[src/rtl/sram_arb_pkg.sv]
// Shared types and constants for the SRAM arbiter: FSM states, wait-counter width, requester ids.
package sram_arb_pkg;

  localparam int unsigned CNT_W = 4;

  typedef enum logic [1:0] {
    ST_IDLE,
    ST_SETUP,
    ST_ACCESS,
    ST_DONE
  } state_t;

  typedef enum logic {
    REQ_CPU = 1'b0,
    REQ_DBG = 1'b1
  } req_id_t;

endpackage

[src/rtl/sram_arb_pick.sv]
// Grant decision between CPU and debug master plus the last-granted flag.
// Define SRAM_ARB_RR_EN for round-robin tie breaking; default is fixed debug priority.
module sram_arb_pick
  import sram_arb_pkg::*;
(
  input  logic    clk,
  input  logic    nreset,
  input  logic    cpu_req,
  input  logic    dbg_req,
  input  logic    take,
  output req_id_t pick_id,
  output req_id_t last_id
);

  always_comb begin
    pick_id = (cpu_req && !dbg_req) ? REQ_CPU : REQ_DBG;
`ifdef SRAM_ARB_RR_EN
    if (cpu_req && dbg_req)
      pick_id = (last_id == REQ_CPU) ? REQ_DBG : REQ_CPU;
`endif
  end

  // Also names the owner of the transaction in flight, since it only changes at grant.
  always_ff @(posedge clk or negedge nreset) begin
    if (!nreset)
      last_id <= REQ_CPU;
    else if (take)
      last_id <= pick_id;
  end

endmodule

[src/rtl/sram_arb.sv]
// Two-master (CPU / debug UART) arbiter and access sequencer for an asynchronous 16-bit SRAM.
// Arbitration policy selected by macro SRAM_ARB_RR_EN (see sram_arb_pick).
module sram_arb
  import sram_arb_pkg::*;
#(
  parameter int unsigned WAIT = 3
) (
  input  logic        clk,
  input  logic        nreset,
  input  logic [15:0] cpu_addr,
  input  logic        cpu_r,
  input  logic [1:0]  cpu_w,
  input  logic [15:0] cpu_wdata,
  output logic        cpu_ready,
  input  logic [15:0] dbg_addr,
  input  logic        dbg_r,
  input  logic [1:0]  dbg_w,
  input  logic [15:0] dbg_wdata,
  output logic        dbg_ready,
  output logic [15:0] rdata,
  output logic        gnt_dbg,
  output logic [17:0] sram_addr,
  input  logic [15:0] sram_dq_i,
  output logic [15:0] sram_dq_o,
  output logic        sram_dq_oe,
  output logic        sram_ce_n,
  output logic        sram_oe_n,
  output logic        sram_we_n,
  output logic        sram_ub_n,
  output logic        sram_lb_n
);

  state_t           state;
  logic [CNT_W-1:0] cnt;
  logic             is_wr;
  logic             cpu_req, dbg_req, take;
  req_id_t          pick_id, last_id;
  logic [14:0]      sel_word;
  logic [15:0]      sel_wdata;
  logic [1:0]       sel_w;
  logic             addr_lsb_unused;

  assign addr_lsb_unused = cpu_addr[0] ^ dbg_addr[0];

  // A requester still holding its request during its own ready cycle is not re-granted.
  assign cpu_req = ((|cpu_w) | cpu_r) & ~cpu_ready;
  assign dbg_req = ((|dbg_w) | dbg_r) & ~dbg_ready;
  assign take    = (state == ST_IDLE) && (cpu_req || dbg_req);

  sram_arb_pick u_pick (
    .clk     (clk),
    .nreset  (nreset),
    .cpu_req (cpu_req),
    .dbg_req (dbg_req),
    .take    (take),
    .pick_id (pick_id),
    .last_id (last_id)
  );

  always_comb begin
    sel_word  = cpu_addr[15:1];
    sel_wdata = cpu_wdata;
    sel_w     = cpu_w;
    if (pick_id == REQ_DBG) begin
      sel_word  = dbg_addr[15:1];
      sel_wdata = dbg_wdata;
      sel_w     = dbg_w;
    end
  end

  always_ff @(posedge clk or negedge nreset) begin
    if (!nreset) begin
      state      <= ST_IDLE;
      cnt        <= '0;
      is_wr      <= 1'b0;
      cpu_ready  <= 1'b0;
      dbg_ready  <= 1'b0;
      gnt_dbg    <= 1'b0;
      rdata      <= '0;
      sram_addr  <= '0;
      sram_dq_o  <= '0;
      sram_dq_oe <= 1'b0;
      sram_ce_n  <= 1'b1;
      sram_oe_n  <= 1'b1;
      sram_we_n  <= 1'b1;
      sram_ub_n  <= 1'b1;
      sram_lb_n  <= 1'b1;
    end else begin
      cpu_ready <= 1'b0;
      dbg_ready <= 1'b0;
      case (state)
        ST_IDLE: if (take) begin
          state     <= ST_SETUP;
          gnt_dbg   <= (pick_id == REQ_DBG);
          sram_addr <= {3'b000, sel_word};
          sram_dq_o <= sel_wdata;
          is_wr     <= |sel_w;
          sram_ce_n <= 1'b0;
          if (|sel_w) begin
            sram_dq_oe <= 1'b1;
            sram_ub_n  <= ~sel_w[1];
            sram_lb_n  <= ~sel_w[0];
          end else begin
            sram_oe_n <= 1'b0;
            sram_ub_n <= 1'b0;
            sram_lb_n <= 1'b0;
          end
        end
        ST_SETUP: begin
          state <= ST_ACCESS;
          cnt   <= CNT_W'(WAIT);
          if (is_wr) sram_we_n <= 1'b0;
        end
        ST_ACCESS: begin
          if (cnt == '0) begin
            state     <= ST_DONE;
            sram_we_n <= 1'b1;
            sram_oe_n <= 1'b1;
            if (!is_wr) rdata <= sram_dq_i;
          end else begin
            cnt <= cnt - 1'b1;
          end
        end
        ST_DONE: begin
          state      <= ST_IDLE;
          sram_ce_n  <= 1'b1;
          sram_ub_n  <= 1'b1;
          sram_lb_n  <= 1'b1;
          sram_dq_oe <= 1'b0;
          gnt_dbg    <= 1'b0;
          if (last_id == REQ_DBG) dbg_ready <= 1'b1;
          else                    cpu_ready <= 1'b1;
        end
        default: state <= ST_IDLE;
      endcase
    end
  end

endmodule

[config.mk]
export PLATFORM = sky130hd
export DESIGN_NAME = sram_arb
export DESIGN_NICKNAME = d
export VERILOG_FILES = /design/src/rtl/sram_arb_pkg.sv /design/src/rtl/sram_arb_pick.sv /design/src/rtl/sram_arb.sv
export SDC_FILE = /design/constraint.sdc
export NUM_CORES = 1
export LEC_CHECK = 0
export ABC_AREA = 1
export CAP_MARGIN = 20
export CORE_ASPECT_RATIO = 1.25
export CORE_MARGIN = 4
export CORE_UTILIZATION = 35
export CTS_CLUSTER_SIZE = 25
export DETAILED_ROUTE_END_ITERATION = 8
export GPL_TIMING_DRIVEN = 0
export PLACE_DENSITY = 0.69
export REMOVE_ABC_BUFFERS = 1
export SLEW_MARGIN = 20
export SYNTH_ARGS = -nofsm -noshare
export SYNTH_HDL_FRONTEND = slang
export SYNTH_HIERARCHICAL = 1
export SYNTH_SLANG_ARGS = --single-unit
export TNS_END_PERCENT = 10
[constraint.sdc]
create_clock -name clk -period 2.45 [get_ports clk]
set_clock_uncertainty 0.1 [all_clocks]
set_input_delay 0.245 -clock clk [delete_from_list [all_inputs] [get_ports clk]]
set_output_delay 0.245 -clock clk [all_outputs]
set_load 0.02 [all_outputs]
==> summary.md <==
| Metric | Value |
|---|---|
| WP buf/inv | 3 |
| Mapped Area | ~0.0032 sq mm |
| Period utilization | 0.897 |
| H-tree depth | 3 |
| Final Hold Vio Count | 0 |
| Slew @ Worst Pin | between 700 and 800 ps |
| Clock buffer depth | 2 |
| Crit end category | flip-flop |
| Crit-path max cell delay | 500 ps |
| Die Y-Extent | roughly 120 microns |
| Drt drc | 0 |
| HPWL after detailed placement | around 6300 microns |
| Core area | roughly 0.009 sq mm |
| Crit path cell chain | inv_1 > ha_1 > nand2_2 > inv_4 > inv_1 > nand2_1 > nand2_1 |
| TritonCTS clock tree | built |
| Reg clk slew, reported paths | 70 ps |
| Routability cong. | approximately 0.74 |
| Postcts setup bufs | 0 |
| Status | finished clean |
| Synth unique cells | 25 |
| Iter 0 DRT Violations | between 90 and 100 |
| Vias in the first global route | 2927 |
| Synth top area share | 0.457 |
| Final setup violating endpoints | 0 |
| Commonest non-fill, non-tap cell in the layout | nand2_1 |
| WL final | approximately 8600 microns |
| Crit path from | state[0] |
| NumNets Final | between 600 and 700 |
| Worst vdd ir | about 0.43 mV |
| Post-route setup slack | approximately 250 ps |
| I/O pin count | about 150 |
| Post-synthesis sequential area ratio | 0.498 |
| CP delay by family, top | buffers and inverters |
| FP Rows | 38 |
| Pre-CTS setup slack | -498 ps |
| Die width | 93.9 microns |
| Tmin final | approximately 2200 ps |
| Syn_area_per_cell | approximately 7.6 sq um |
| Reg2reg path depth | 7 |
| CTS root buf | clkbuf_8 |
| Synth warn | 6 |
| Finished layout cell area | 0.00485 sq mm |
| Top cells by area, synth | dfrtp_1 (46%), nand2_1 (29%), dfstp_2 (4.1%) |
| Most frequent cells in the layout | nand2_1 (251), clkdlybuf4s50_1 (140), dfrtp_1 (59), nand3_1 (26), inv_1 (19) |
| Startpoint types | flip-flop |
| Min-Delay Path Class | input pin to asynchronous set/reset pin |
| Worst Path Arrival | approximately 2300 ps |
| CP Depth | 7 |
| Initial antenna violation count | 0 |
| Setup CP Type | flip-flop to flip-flop |
| Synth-to-Final Area Change | 50.1% |
| Clk_lat worst skew | 330 ps |
| RSZ-0062 raised after global routing | false |
| Layout cell share with drive strength beyond 1 | 0.0582 |
| FILL cells | about 850 |
| Critical path fanouts, max | 38 |
| R2r startpoint | state[0] |
| First-pass GRT wire length | 13600 microns |
| Starting density of the core | 0.365 |
| Max Cap Violations | 0 |
| Synth Instances | around 430 |
| Port bufs | roughly 140 |
| Largest net degree at the start of global routing | 39 |
| 1st-pass router iterations | 4 |
| PwrDens | about 1200 mW/mm^2 |
| Sequential standard cell area | around 0.0016 sq mm |
| Multi-input gate area | between 0.001 and 0.0015 sq mm |
| Via count | roughly 3000 |
| Hold slack | around 270 ps |
| Yosys reg bits | 64 |
| Die area | roughly 0.011 sq mm |
| CP required | 2580 ps |
| Vias per inst | 4.44 |
| Antenna diodes | 0 |
| Synth area leader | dfrtp_1 |
| Final ANT Viol Nets | 0 |
| Pleak | between 2 and 2.5 nW |
| Wire per inst | between 10 and 15 microns |
| CP max-delay cell | inv_4 |
| TritonCTS Sinks | 64 |
| Relative slew slack | 0.472 |
| Max Clk Rate | around 460 MHz |
| Placed Area | between 0.004 and 0.005 sq mm |
| Slew Viols, Final | 0 |
| Congestion Overflow GR | 0 |
| CTS buffer count | 9 |
| Total Routing Usage GR | 0.160 |
cells by family (layout without fill, tap and decap cells):
logic type               after synthesis  in the layout  synth area share
AND/OR/NAND/NOR                      292            292             0.361
AO/OA/AOI/OAI                         17             17            0.0283
adder cells (fa/ha/maj)                7              7            0.0271
buffers and inverters                 45            183            0.0817
other                                  1              3           0.00116
flip-flops                            64             64             0.498
XOR/XNOR                               1              1           0.00271
worst register-to-register path, delay by kind of cell (launching register included):
family | cells | cell delay [ps]
DFF | 1 | 420
buffers and inverters | 3 | 720
and+or+nand+nor | 3 | 600
adders and majority gates | 1 | 260
metal layers:
layer | routed length (microns) | vias to the layer above | global-route usage
li1 | - | 1570 | -
met1 | 3430 | 1361 | 0.181
met2 | 4270 | 106 | 0.281
met3 | 755 | 10 | 0.0604
met4 | 142 | 0 | 0.0462
met5 | 0 | - | 0
path summary, 6_finish.rpt:
check,endpoint,slack [ps]
setup / recovery,u_pick/last_id,250
hold / removal,sram_dq_oe,270
setup reg to reg,u_pick/last_id,250
hold reg to reg,cpu_ready,350
max in group asynchronous,sram_addr[11],1460
min in group clk,cpu_ready,350
state kept, by name, summed over array words and instances, names as in the netlist:
name and cells:
cpu_ready 1, is_wr 1, sram_oe_n 1, gnt_dbg 1, sram_ub_n 1, sram_dq_o 16
dbg_ready 1, u_pick/last_id 1, rdata 16, state 2, sram_addr 15, sram_dq_oe 1
sram_lb_n 1, cnt 4, sram_ce_n 1, sram_we_n 1
report_power, final:
part | total (W) | leakage (nW) | internal [W] | switching [W]
Clock | 0.000861 | 0.0941 | 0.000466 | 0.000394
Sequential | 0.00190 | 0.764 | 0.00161 | 0.000283
Combinational | 0.00330 | 1.58 | 0.00136 | 0.00194
Total | 0.00606 | 2.43 | 0.00344 | 0.00262
stage by stage:
stage | TNS [ps] | utilization | total power (W) | std cells
4_1_cts | 0 | 0.547 | 0.00615 | 687
2_1_floorplan | 0 | - | 0.00374 | 408
5_1_grt | 0 | 0.548 | 0.00658 | 687
3_5_place_dp | -7600 | 0.525 | 0.00525 | 670
3_3_place_gp | -71450 | 0.523 | 0.00515 | 669
6_report | 0 | 0.548 | 0.00606 | 687
area by class of cell:
cell class | count | area share
flip-flops and latches | 64 | 0.332
repair buffers | 143 | 0.297
multi-input cells | 320 | 0.283
well taps | 120 | 0.0310
clock buffers | 12 | 0.0279
inverters | 24 | 0.0206
clock inverters | 4 | 0.00929
cell usage after synthesis, drive strengths merged:
cell	instances
a21boi	1
nor2	6
o21ai	9
conb	1
o22ai	3
ha	7
nand2	258
buf	18
inv	23
a21oi	4
clkinv	1
xor2	1
dfstp	5
dfrtp	59
nand3	27
nand4	1
clkbuf	3
timing repair:
item,in CTS,in global routing
endpoints found under the hold margin,22,0
setup endpoints to repair,3,36
resized for setup,1,5
hold buffers,1,0
pin swaps,0,0
No activity file was read; power rests on OpenSTA's default activity.
